**src/rtl/ysyx_041514_pipe_ctrl_pkg.sv**
```systemverilog
// Shared configuration for the pipeline hazard/redirect controller:
// control-bus bit indices, bus width, XLEN and FSM state encodings.
package ysyx_041514_pipe_ctrl_pkg;

    localparam int ysyx_041514_XLEN         = 64;
    localparam int ysyx_041514_CTRLBUS_W    = 6;

    localparam int ysyx_041514_CTRLBUS_PC     = 0;
    localparam int ysyx_041514_CTRLBUS_IF_ID  = 1;
    localparam int ysyx_041514_CTRLBUS_ID_EX  = 2;
    localparam int ysyx_041514_CTRLBUS_EX_MEM = 3;
    localparam int ysyx_041514_CTRLBUS_MEM_WB = 4;

    typedef enum logic {
        ST_IDLE       = 1'b0,
        ST_WAIT_FETCH = 1'b1
    } ctrl_state_e;

    // Contiguous mask with bits lo..hi set on the control bus.
    function automatic logic [ysyx_041514_CTRLBUS_W-1:0] bus_range(input int lo, input int hi);
        logic [ysyx_041514_CTRLBUS_W-1:0] m;
        m = '0;
        for (int i = 0; i < ysyx_041514_CTRLBUS_W; i++) begin
            m[i] = (i >= lo) && (i <= hi);
        end
        return m;
    endfunction

endpackage

```
**src/rtl/ysyx_041514_pipe_ctrl_hazard_prio.sv**
```systemverilog
// Fixed-priority merge of busy/hazard requests into per-stage stall and
// flush vectors. Purely combinational.
module ysyx_041514_hazard_prio
    import ysyx_041514_pipe_ctrl_pkg::*;
(
    input  logic       trap_i,
    input  logic       mem_busy_i,
    input  logic       ex_busy_i,
    input  logic       redirect_i,
    input  logic       load_use_i,
    input  logic       if_busy_i,
    output logic [5:0] stall_o,
    output logic [5:0] flush_o,
    output logic       trap_win_o,
    output logic       redirect_win_o
);

    // Highest-priority request alone decides both vectors.
    always_comb begin
        stall_o        = 6'b000000;
        flush_o        = 6'b000000;
        trap_win_o     = 1'b0;
        redirect_win_o = 1'b0;
        if (trap_i) begin
            stall_o    = bus_range(ysyx_041514_CTRLBUS_PC, ysyx_041514_CTRLBUS_PC);
            flush_o    = bus_range(ysyx_041514_CTRLBUS_IF_ID, ysyx_041514_CTRLBUS_MEM_WB);
            trap_win_o = 1'b1;
        end else if (mem_busy_i) begin
            stall_o = bus_range(ysyx_041514_CTRLBUS_PC, ysyx_041514_CTRLBUS_EX_MEM);
            flush_o = bus_range(ysyx_041514_CTRLBUS_MEM_WB, ysyx_041514_CTRLBUS_MEM_WB);
        end else if (ex_busy_i) begin
            stall_o = bus_range(ysyx_041514_CTRLBUS_PC, ysyx_041514_CTRLBUS_ID_EX);
            flush_o = bus_range(ysyx_041514_CTRLBUS_EX_MEM, ysyx_041514_CTRLBUS_EX_MEM);
        end else if (redirect_i) begin
            flush_o        = bus_range(ysyx_041514_CTRLBUS_IF_ID, ysyx_041514_CTRLBUS_ID_EX);
            redirect_win_o = 1'b1;
        end else if (load_use_i) begin
            stall_o = bus_range(ysyx_041514_CTRLBUS_PC, ysyx_041514_CTRLBUS_IF_ID);
            flush_o = bus_range(ysyx_041514_CTRLBUS_ID_EX, ysyx_041514_CTRLBUS_ID_EX);
        end else if (if_busy_i) begin
            stall_o = bus_range(ysyx_041514_CTRLBUS_PC, ysyx_041514_CTRLBUS_PC);
            flush_o = bus_range(ysyx_041514_CTRLBUS_IF_ID, ysyx_041514_CTRLBUS_IF_ID);
        end else begin
            stall_o = 6'b000000;
            flush_o = 6'b000000;
        end
    end

endmodule

```
**src/rtl/ysyx_041514_pipe_ctrl.sv**
```systemverilog
// Central hazard/redirect controller: stall/flush vectors, PC redirect port
// and optional perf counters (enabled by YSYX_041514_PERF_CNT_EN).
module ysyx_041514_pipe_ctrl
    import ysyx_041514_pipe_ctrl_pkg::*;
#(
    parameter int XLEN = ysyx_041514_XLEN
) (
    input  logic            clk,
    input  logic            rst,
    input  logic            if_busy_i,
    input  logic            load_use_i,
    input  logic            ex_busy_i,
    input  logic            mem_busy_i,
    input  logic            redirect_valid_i,
    input  logic [XLEN-1:0] redirect_pc_i,
    input  logic            trap_valid_i,
    input  logic [XLEN-1:0] trap_pc_i,
    output logic [5:0]      stall_valid_o,
    output logic [5:0]      flush_valid_o,
    output logic            pc_redirect_valid_o,
    output logic [XLEN-1:0] pc_redirect_o,
    output logic [31:0]     perf_stall_cnt_o,
    output logic [31:0]     perf_flush_cnt_o
);

    ctrl_state_e     state_q, state_d;
    logic [XLEN-1:0] pend_pc_q, pend_pc_d;

    logic            in_wait_s;
    logic [5:0]      prio_stall_s, prio_flush_s;
    logic            trap_win_s, redirect_win_s;
    logic [5:0]      stall_s, flush_s;
    logic            redir_valid_s;
    logic [XLEN-1:0] redir_pc_s;

    assign in_wait_s = (state_q == ST_WAIT_FETCH);

    // Younger instructions are already flushed while waiting, so a new EX redirect is ignored.
    ysyx_041514_hazard_prio u_prio (
        .trap_i         (trap_valid_i),
        .mem_busy_i     (mem_busy_i),
        .ex_busy_i      (ex_busy_i),
        .redirect_i     (redirect_valid_i & ~in_wait_s),
        .load_use_i     (load_use_i),
        .if_busy_i      (if_busy_i),
        .stall_o        (prio_stall_s),
        .flush_o        (prio_flush_s),
        .trap_win_o     (trap_win_s),
        .redirect_win_o (redirect_win_s)
    );

    // Redirect FSM next state, pending target and final vectors.
    always_comb begin
        state_d       = state_q;
        pend_pc_d     = pend_pc_q;
        stall_s       = prio_stall_s;
        flush_s       = prio_flush_s;
        redir_valid_s = 1'b0;
        redir_pc_s    = '0;
        case (state_q)
            ST_IDLE: begin
                if (trap_win_s || redirect_win_s) begin
                    if (if_busy_i) begin
                        state_d   = ST_WAIT_FETCH;
                        pend_pc_d = trap_win_s ? trap_pc_i : redirect_pc_i;
                    end else begin
                        redir_valid_s = 1'b1;
                        redir_pc_s    = trap_win_s ? trap_pc_i : redirect_pc_i;
                    end
                end else begin
                    state_d = ST_IDLE;
                end
            end
            ST_WAIT_FETCH: begin
                // A held register keeps its bubble; stall wins so no bit is both held and flushed.
                stall_s = prio_stall_s | 6'b000001;
                flush_s = (prio_flush_s | 6'b000010) & ~stall_s;
                if (!if_busy_i) begin
                    redir_valid_s = 1'b1;
                    redir_pc_s    = trap_valid_i ? trap_pc_i : pend_pc_q;
                    state_d       = ST_IDLE;
                end else if (trap_valid_i) begin
                    pend_pc_d = trap_pc_i;
                end else begin
                    pend_pc_d = pend_pc_q;
                end
            end
            default: begin
                state_d = ST_IDLE;
            end
        endcase
    end

    assign stall_valid_o       = rst ? stall_s       : 6'b000000;
    assign flush_valid_o       = rst ? flush_s       : 6'b000000;
    assign pc_redirect_valid_o = rst ? redir_valid_s : 1'b0;
    assign pc_redirect_o       = rst ? redir_pc_s    : '0;

    // FSM state and pending redirect target.
    always_ff @(posedge clk or negedge rst) begin
        if (!rst) begin
            state_q   <= ST_IDLE;
            pend_pc_q <= '0;
        end else begin
            state_q   <= state_d;
            pend_pc_q <= pend_pc_d;
        end
    end

`ifdef YSYX_041514_PERF_CNT_EN
    logic [31:0] stall_cnt_q, flush_cnt_q;

    // Free-running, wrapping stall/flush cycle counters.
    always_ff @(posedge clk or negedge rst) begin
        if (!rst) begin
            stall_cnt_q <= 32'd0;
            flush_cnt_q <= 32'd0;
        end else begin
            stall_cnt_q <= stall_s[ysyx_041514_CTRLBUS_PC] ? stall_cnt_q + 32'd1 : stall_cnt_q;
            flush_cnt_q <= (|flush_s) ? flush_cnt_q + 32'd1 : flush_cnt_q;
        end
    end

    assign perf_stall_cnt_o = stall_cnt_q;
    assign perf_flush_cnt_o = flush_cnt_q;
`else
    assign perf_stall_cnt_o = 32'd0;
    assign perf_flush_cnt_o = 32'd0;
`endif

endmodule

```
**config.mk**
```make
export PLATFORM = sky130hd
export DESIGN_NAME = ysyx_041514_pipe_ctrl
export DESIGN_NICKNAME = d
export VERILOG_FILES = /design/src/rtl/ysyx_041514_pipe_ctrl_pkg.sv /design/src/rtl/ysyx_041514_pipe_ctrl_hazard_prio.sv /design/src/rtl/ysyx_041514_pipe_ctrl.sv
export SDC_FILE = /design/constraint.sdc
export NUM_CORES = 1
export LEC_CHECK = 0
export ABC_AREA = 1
export CORE_ASPECT_RATIO = 0.8
export CORE_MARGIN = 2
export CORE_UTILIZATION = 45
export DETAILED_ROUTE_END_ITERATION = 7
export GPL_TIMING_DRIVEN = 0
export PLACE_DENSITY = 0.82
export SLEW_MARGIN = 10
export SYNTH_ARGS = -nofsm -noshare
export SYNTH_HDL_FRONTEND = slang
export SYNTH_HIERARCHICAL = 1
export SYNTH_SLANG_ARGS = --single-unit
```
**constraint.sdc**
```tcl
create_clock -name clk -period 2.2 [get_ports clk]
set_input_delay 0.22 -clock clk [delete_from_list [all_inputs] [get_ports clk]]
set_output_delay 0.22 -clock clk [all_outputs]
set_load 0.03 [all_outputs]
```
==> metrics.md <==
| Metric | Value |
|---|---|
| Rel. slew slack | roughly 16% |
| Die H | 116 um |
| CP Class | reg -> out |
| Period utilisation layout | 111% |
| Psw | 0.00210 W |
| Status | complete, but fails checks |
| Clock power frac | around 27% |
| Synth Area in Compound Gates | about 5% |
| Max FO, Critical Path | 7 |
| RSZ-0062 raised after global routing | true |
| Post-synthesis adder-cell area fraction | 0% |
| Startpoint types | flip-flop |
| Initial antenna violation count | 1 |
| XOR/XNOR Fraction of Synth Area | 0% |
| Worst Max-Slew Pin Slew | between 1 and 1.5 ns |
| Endpoints failing setup | 64 |
| Cell breakdown of the critical path | buf_12, nor2_4, inv_2, nor3_4, nor2_2, nor2_4, buf_4, buf_12, clkbuf_16, nand3_2, a21oi_4, buf_6 |
| Int Pwr | around 0.0033 W |
| Largest net degree at the start of global routing | 40 |
| Via density | roughly 4.9 |
| #FFs+latches synth | 65 |
| Area delta synth->final | 63.6% |
| Clock Tree Buf Depth | 2 |
| Total gr overflow | 0 |
| CTS tree | yes |
| Comb pwr share | between 40 and 50% |
| Initial Utilization | 46.6% |
| Maximum VDD drop | 0.397 mV |
| Minimum clock period | roughly 2.4 ns |
| Hold path start | pend_pc_q[34] |
| Reg2reg start | in_wait_s |
| Dominant cell type by area after synthesis | nand2_1 |
| Top cells by area, synth | nand2_1 35%, dfrtp_1 23%, nand3_1 14% |
| DR iter-0 viols | approximately 660 |
| Vias in the first global route | approximately 8400 |
| Most numerous cell in the Yosys netlist | nand2_1 |
| First-pass GRT wire length | around 41000 um |
| Post-synth ARST share | between 90% and 100% |
| Vias | between 9000 and 10000 |
| Flop pwr share | between 20% and 30% |
| Antenna fix cells | 0 |
| Mux contribution to synthesized area | 0% |
| Final HPWL DP | approximately 19000 um |
| # port buffers | 208 |
| Crit path DAT | about 2.2 ns |
| Clock sinks | 65 |
| Synthesized cell area | 7070 um2 |
| Failing checks | negative setup slack |
| Leakage | between 6 and 7 nW |
| Clock root cell | clkbuf_16 |
| Hold path endpoint | pend_pc_q[34] |
| Overall Global Routing Usage | about 31% |
| Worst Setup SP | in_wait_s |
| Routed Antenna Nets | 0 |
| Fin nets | roughly 1700 |
| R2R Setup Slk | approximately 0.44 ns |
| Post-synth EDFFs | 0 |
| Pwr Total | about 0.0054 W |
| Hold slack | 0.477 ns |
| Max Clk Rate | just over 0.4 GHz |
| Prevailing post-synth register cell | dfrtp_1 |
| Synthesized area per cell | 5.44 um2 |
| Reg2reg path depth | 12 |
| CTS Buf Count | 9 |
| Reg-to-Reg End | pend_pc_q[6] |
| Worst-path clk slew | roughly 0.060 ns |
| Row count | 40 |
| Sequential share of the synthesized area | between 20% and 30% |
| Syn Inst Count | ~1300 |
| Synth top area share | a little over a third |
| Width of the chip | 144 um |
| WL final | 26700 um |
| Layout cell share with drive strength beyond 1 | around a quarter |
| WHS Path Cells | 2 |
| 1st-pass router iterations | 5 |
| Final setup margin | -0.243 ns |
| Post-route DRC | 0 |
| Crit. End Element | output port |
| CP top delay family | buffers and inverters |
| Area of the die | about 17000 um2 |
| Top cells by count, synth | 655 x nand2_1, 194 x nand3_1, 138 x inv_1 |
| Core box area | 15200 um2 |
| Clk Latency, worst-skew pair | around 0.34 ns |
| Library cells used by synthesis | 20 |
| Final Hold Fails | 0 |
| Max stage delay on crit path | between 0.4 and 0.5 ns |
| I/O pin cnt | ~280 |
| Max-Cap Viols | 0 |
| CTS H-tree lvls | 3 |
| Ys Warns | 6 |
| Clock skew | between 0.006 and 0.007 ns |
| Setup TNS | -13.09 ns |
| Switching fraction of total power | 39.1% |
| Hold crit path type | reg -> reg |
| RD Place Congestion | 0.904 |
| Routed WL per cell | ~15 um |
| Fraction of the mapped netlist area in simple logic gates | between 40% and 50% |
| Critical path buffers and inverters | 6 |
| Pwr Density | about 470 nW/um2 |
| Final Slew Violations | 0 |
| WP data required | around 2.0 ns |
| Slowest stage cell on the critical path | dfrtp_1 |
| Largest family of logic cells by synthesized area | simple AND/OR/NAND/NOR gates |
[repair_timing]
action / CTS / global route
pin swaps: 14 / 8
cloned: 3 / 5
hold buffers: 5 / 0
hold endpoints to repair: 26 / 0
resized for setup: 544 / 30
buffers inserted: 6 / 2
setup endpoints to repair: 133 / 68
[state kept, by name, indices dropped and copies added, names as in the netlist]
register / cells
in_wait_s: 1
pend_pc_q: 64
[placed cells by master (no fill, tap or decap), types with 12 or more instances in the layout]
cell type        instances
nand3_2                 54
clkdlybuf4s50_1        136
dfrtp_1                 65
buf_4                   82
nand2_1                655
clkbuf_16               14
clkbuf_1                12
buf_2                   40
a21oi_4                 59
buf_6                   78
inv_1                  137
conb_1                  68
buf_12                  12
nand3_1                135
[stage by stage]
stage / instances / cell area, um2 / worst slack, ns / utilization (%)
floorplan: 1365 / 7980 / -0.0122 / -
global route: 1820 / 11600 / -0.308 / 76.2
CTS: 1813 / 11300 / -0.255 / 74.7
detailed placement: 1784 / 10300 / -1.15 / 68.2
finish: 1820 / 11600 / -0.243 / 76.2
global placement: 1783 / 10300 / -3.61 / 68.1
[worst reg2reg max path, stage by stage, from the launching register on]
cell and delay, ns:
dfrtp_1 0.41, buf_12 0.14, nor2_4 0.09, inv_2 0.06
nor3_4 0.14, nor2_2 0.09, nand2_1 0.08, nand2_1 0.11
inv_2 0.10, buf_6 0.16, buf_6 0.17, nand2_1 0.08
nand2_1 0.06
[cells by family after synthesis]
group,count (synthesis)
simple gates,866
compound gates,71
flops,65
other cells,2
buf+inv,295
[per-layer routing]
layer | GRT usage [%] | routed length, um | vias up
met1 | 40.8 | 11500 | 4093
li1 | - | - | 4450
met2 | 51.6 | 12300 | 411
met4 | 8.43 | 492 | 2
met5 | 0 | 13 | -
met3 | 6.65 | 2400 | 48
[how the worst max path moves through the flow]
stage               slack, ns  cells past startpoint                end
global placement        -3.61                      6  pc_redirect_o[25]
CTS                     -0.25                     12  pc_redirect_o[41]
detailed placement      -1.15                     11  pc_redirect_o[47]
floorplan               -0.01                     10  pc_redirect_o[10]
finish                  -0.24                     12  pc_redirect_o[31]
global route            -0.31                     12  pc_redirect_o[13]
[power groups by stage]
stage / clock, W / combinational (W) / sequential (W)
CTS: 0.00145 / 0.00234 / 0.00150
global placement: 0 / 0.00215 / 0.00151
floorplan: 0 / 0.00149 / 0.00149
global route: 0.00150 / 0.00265 / 0.00153
detailed placement: 0 / 0.00218 / 0.00152
finish: 0.00145 / 0.00242 / 0.00151
[area by class of cell]
type	instances	area, um2
multi-input cells	1005	5170
repair buffers	230	2530
fillers	1174	3600
clock inverters	3	40.0
flip-flops and latches	65	1630
well taps	210	263
plain buffers	150	1130
clock buffers	13	250
inverters	144	541
No activity file was read; power rests on OpenSTA's default activity.
